### config.mk
export PLATFORM = sky130hd
export DESIGN_NAME = count_sequencer
export DESIGN_NICKNAME = d
export VERILOG_FILES = /design/src/rtl/count_sequencer.sv
export SDC_FILE = /design/constraint.sdc
export NUM_CORES = 1
export LEC_CHECK = 0
export ABC_AREA = 0
export BUFFER_PORTS_ARGS = -buffer_cell sky130_fd_sc_hd__buf_4
export CORE_AREA = 5 5 43 45
export DETAILED_ROUTE_END_ITERATION = 8
export DIE_AREA = 0 0 48 50
export MAX_ROUTING_LAYER = met4
export PLACE_DENSITY = 0.8
export SLEW_MARGIN = 20
export SYNTH_ARGS = -nofsm -noshare
export SYNTH_HDL_FRONTEND = slang
export SYNTH_SLANG_ARGS = --single-unit
### constraint.sdc
create_clock -name clk -period 2.91 [get_ports clk]
set_input_delay 0.291 -clock clk [delete_from_list [all_inputs] [get_ports clk]]
set_output_delay 0.291 -clock clk [all_outputs]
set_load 0.03 [all_outputs]
### src/rtl/count_sequencer.sv
// count_sequencer: loadable up-counter with one-shot and wrap modes, pause (HOLD) and abort (stop).
// State encoding on the state port: IDLE=0, RUN=1, HOLD=2, DONE=3.
// Optional feature: define COUNT_PRESCALE_EN to advance the count only once every PRESCALE
// running cycles; without it the count advances on every running cycle and PRESCALE is unused.

module count_sequencer #(
    parameter int WIDTH    = 4,
    parameter int PRESCALE = 2
) (
    input  logic             clk,
    input  logic             rst,
    input  logic             start,
    input  logic             stop,
    input  logic             pause,
    input  logic             load_en,
    input  logic [WIDTH-1:0] load_val,
    input  logic [WIDTH-1:0] limit,
    input  logic             mode,
    output logic [WIDTH-1:0] a,
    output logic             busy,
    output logic             done,
    output logic [1:0]       state
);

    typedef enum logic [1:0] {
        IDLE = 2'd0,
        RUN  = 2'd1,
        HOLD = 2'd2,
        DONE = 2'd3
    } state_t;

    state_t           state_q;
    logic [WIDTH-1:0] a_q;
    logic [WIDTH-1:0] limit_q;
    logic             mode_q;
    logic             done_q;
    logic             tick;
    logic             run_step;

    // A legal divider lies in 2..255; this named block only shows up when that is violated.
    if ((PRESCALE < 2) || (PRESCALE > 255)) begin : g_prescale_out_of_range
    end

    // A running cycle: the counter is active and not being held by pause.
    assign run_step = ((state_q == RUN) || (state_q == HOLD)) && !pause;

`ifdef COUNT_PRESCALE_EN
    localparam int PW = (PRESCALE > 2) ? $clog2(PRESCALE) : 1;

    logic [PW-1:0] pre_q;

    assign tick = (pre_q == PW'(PRESCALE - 1));

    // Prescaler counts running cycles; cleared while idle/done (so every run starts fresh), on stop and reset, frozen while paused.
    always_ff @(posedge clk) begin
        if (rst) begin
            pre_q <= '0;
        end else if (stop) begin
            pre_q <= '0;
        end else if ((state_q == IDLE) || (state_q == DONE)) begin
            pre_q <= '0;
        end else if (run_step) begin
            pre_q <= tick ? '0 : pre_q + PW'(1);
        end
    end
`else
    assign tick = 1'b1;
`endif

    // Main sequencer: control priority is rst, then stop, then pause, then start/load_en.
    always_ff @(posedge clk) begin
        if (rst) begin
            state_q <= IDLE;
            a_q     <= '0;
            limit_q <= '0;
            mode_q  <= 1'b0;
            done_q  <= 1'b0;
        end else begin
            done_q <= 1'b0;
            if (stop) begin
                state_q <= IDLE;
                a_q     <= '0;
            end else begin
                case (state_q)
                    IDLE, DONE: begin
                        if (start) begin
                            state_q <= RUN;
                            limit_q <= limit;
                            mode_q  <= mode;
                            a_q     <= load_en ? load_val : '0;
                        end else if (load_en) begin
                            a_q <= load_val;
                        end
                    end
                    RUN, HOLD: begin
                        if (run_step) begin
                            state_q <= RUN;
                            if (tick) begin
                                if (a_q == limit_q) begin
                                    done_q <= 1'b1;
                                    if (mode_q) begin
                                        a_q <= '0;
                                    end else begin
                                        state_q <= DONE;
                                    end
                                end else begin
                                    a_q <= a_q + WIDTH'(1);
                                end
                            end
                        end else begin
                            state_q <= HOLD;
                            if ((state_q == HOLD) && load_en) begin
                                a_q <= load_val;
                            end
                        end
                    end
                    default: begin
                        state_q <= IDLE;
                    end
                endcase
            end
        end
    end

    assign a     = a_q;
    assign done  = done_q;
    assign state = state_q;
    assign busy  = (state_q == RUN) || (state_q == HOLD);

endmodule

==> results.yml <==
pwr:
  ir_worst_vdd_mv: 0.3682
  netSwitchingPower_w: 0.0001317
  leakage_nw: 0.3829
  pwr-share-seq: 0.435
  p_per_area_mw_per_mm2: 508.7
  internal-power_w: 0.0002986
  clkPwrFrac: 0.305
  p_comb_frac: 0.260
  swShare: 0.3060
finish:
  nFillCells: 141
  drive_above_1_share: 0.2737
  regArea_um2: 240.2
  fin_nets: 113
  diodes: 0
  multi_input_area_um2: 369.1
  fin_util: 0.5889
  area_growth_pct: 30.25
floorplan:
  die_h_um: 50
  die_w_um: 48
  die_area_mm2: 0.002400
  placementRows: 14
  start_util: 0.4521
  core_area_mm2: 0.001436
  io_pins: 23
routing:
  dr_wl_met2_um: 737
  wl_met3_um: 119
  m1WireLength_um: 653
  drt-total-wl_um: 1541
  first_iter_violations: 22
  vias_per_cell: 5.748
  drc_errors: 0
  wl_per_cell_um: 13.88
  vias: 638
  top_layer: "met4"
  dr.pass1.iters: 5
  ant_nets: 0
critical_path:
  path_cells: "inv_1 -> ha_1 -> nor3b_1 -> a21oi_1 -> o31a_1 -> a21oi_1"
  arrival_ns: 1.97
  crit_type: "register to register"
  worstPathRequired_ns: 3.07
  slowest_delay_ns: 0.38
  reg2reg_depth: 6
  crit_path_top_delay_cell: "ha_1"
  cp_max_fo: 9
  start_kind: "register"
  crit_top_cell: "a21oi_1"
  cp-end-kind: "register"
logic_synthesis:
  synth_top_area_share: 0.3699
  synthTopCellsByCount: "dfxtp_1 (12), nor2_1 (9), a21oi_1 (5), mux2i_1 (5), xnor2_1 (5)"
  synth_cell_types: 29
  synth_area_per_cell_um2: 8.896
  ys.flop_type: "dfxtp_1"
  synth.most_common_cell: "dfxtp_1"
  synth.cell_area_um2: 649.4
  synth.yosys.seq_area_share: 0.3699
  yosysTopAreaCell: "dfxtp_1"
  async_reset_ff_frac: 0
  yosys_register_bits: 12
  synth_fp_nets: 90
  synthTopCellsByArea: "dfxtp_1 (37%), mux2i_1 (7.7%), xnor2_1 (6.7%)"
  yosysWarnings: 0
  synth_edf_count: 0
  syn_inst: 73
timing:
  tightest_slew_ns: 0.4432
  rsz0062_at_grt: "false"
  min_period_over_period: 0.6226
  slew_headroom: 0.7045
  final-hold-violation-count: 0
  slew_violations: 0
  setup-violations-final: 0
  min_period_ns: 1.812
  tns_ns: 0
  clock-skew-final_ns: 0.005615
  fmax_mhz: 551.9
cts:
  clock_latency_ns: 0.27
  path_clk_slew_ns: 0.08
  cts_resized: 0
  postCtsSetupBuffers: 0
  hold_buffers: 0
  clock_path_buffers: 2
  root_buffer: "clkbuf_4"
  htreeDepth: 1
  cts_tree: "built"
  cts_buffers: 3
  clkSinkCount: 12
grt:
  grt_pass1_vias: 584
  grt_usage: 0.1465
  grt_overflow: 0
  grt_pass1_wl_um: 2435
  antenna_found_initial: 0
  grt_max_degree: 12
min_path:
  holdPathStages: 2
  hp-class: "input port to register"
placed_design:
  dp_hpwl_um: 1186
  gp_congestion: 0.8477
  io_buffers: 22
outcome:
  outcome: "complete, no violations"
job:
  maxCapViolations: 0
[final cells by class]
class | count | share of cell area
multi-input cells | 53 | 0.4364
flip-flops and latches | 12 | 0.2840
repair buffers | 22 | 0.1953
clock buffers | 4 | 0.04290
well taps | 16 | 0.02367
inverters | 4 | 0.01775
[flip-flops by register name (all words and copies together), names as in the netlist]
| signal | count |
|---|---|
| mode_q | 1 |
| limit_q | 4 |
| done | 1 |
| a | 4 |
| state | 2 |
[power by group through the flow]
stage	registers, W	clock network [W]	logic [W]
2_1_floorplan	0.000199	0	0.0000669
3_3_place_gp	0.000190	0	0.000109
3_5_place_dp	0.000191	0	0.000111
4_1_cts	0.000187	0.000137	0.000112
5_1_grt	0.000188	0.000144	0.000123
6_report	0.000187	0.000131	0.000112
[through the flow]
stage / hold slack, ns / cells / total power (W) / setup slack (ns) / instance area (um2)
global placement: 0.4915 / 107 / 0.0002988 / 1.195 / 809.5
floorplan: 0.3695 / 73 / 0.0002662 / 0.9645 / 649.4
finish: 0.2032 / 111 / 0.0004303 / 1.098 / 845.8
CTS: 0.1897 / 111 / 0.0004355 / 1.109 / 845.8
detailed placement: 0.4925 / 107 / 0.0003018 / 1.124 / 809.5
global route: 0.1975 / 111 / 0.0004551 / 0.9755 / 845.8
[worst paths after layout]
| kind | from | end | slack [ns] |
|---|---|---|---|
| worst max register to register | state[0] | a[3] | 1.10 |
| worst max-delay path | state[0] | a[3] | 1.10 |
| worst min-delay path | stop | done | 0.20 |
| worst min register to register | limit_q[2] | limit_q[2] | 0.53 |
[metal layers]
layer  track usage  up-vias
met3       0.06545        4
met5             -        -
met2        0.1982       27
li1              -      312
met1        0.1757      295
met4       0.08072        0
[cells in the final DEF, fill, tap and decap left out]
| cell type | n |
|---|---|
| a31oi_1 | 1 |
| xnor2_1 | 5 |
| and3_1 | 1 |
| buf_4 | 22 |
| nor2b_1 | 1 |
| a32oi_1 | 3 |
| xor2_1 | 1 |
| inv_1 | 4 |
| or2_1 | 1 |
| a2111oi_0 | 1 |
| o21ai_0 | 2 |
| nand3_1 | 1 |
| or3_1 | 4 |
| nor2_1 | 9 |
| a21oi_1 | 5 |
| nand3b_1 | 1 |
| o31a_1 | 1 |
| nand4_1 | 1 |
| mux2i_1 | 5 |
| dfxtp_1 | 12 |
| o221ai_1 | 4 |
| a22oi_1 | 1 |
| clkbuf_4 | 3 |
| nor3b_1 | 1 |
| ha_1 | 2 |
| nand2_1 | 1 |
| nor4_1 | 1 |
| clkbuf_8 | 1 |
[worst max-delay path, delay by kind of cell (launching register included)]
family / cells / cell delay, ns
compound gates: 3 / 0.74
simple gates: 1 / 0.17
buf+inv: 1 / 0.05
fa+ha+maj: 1 / 0.38
flops: 1 / 0.35
[cells by family (layout without fill, tap and decap cells)]
logic type / count (synthesis) / in the layout / synth area share
xor+xnor: 6 / 6 / 0.08092
buf+inv: 8 / 30 / 0.06163
compound gates: 18 / 18 / 0.1965
flops: 12 / 12 / 0.3699
mux: 5 / 5 / 0.07707
fa+ha+maj: 2 / 2 / 0.03853
simple gates: 22 / 22 / 0.1754
No activity file was read; power rests on OpenSTA's default activity.
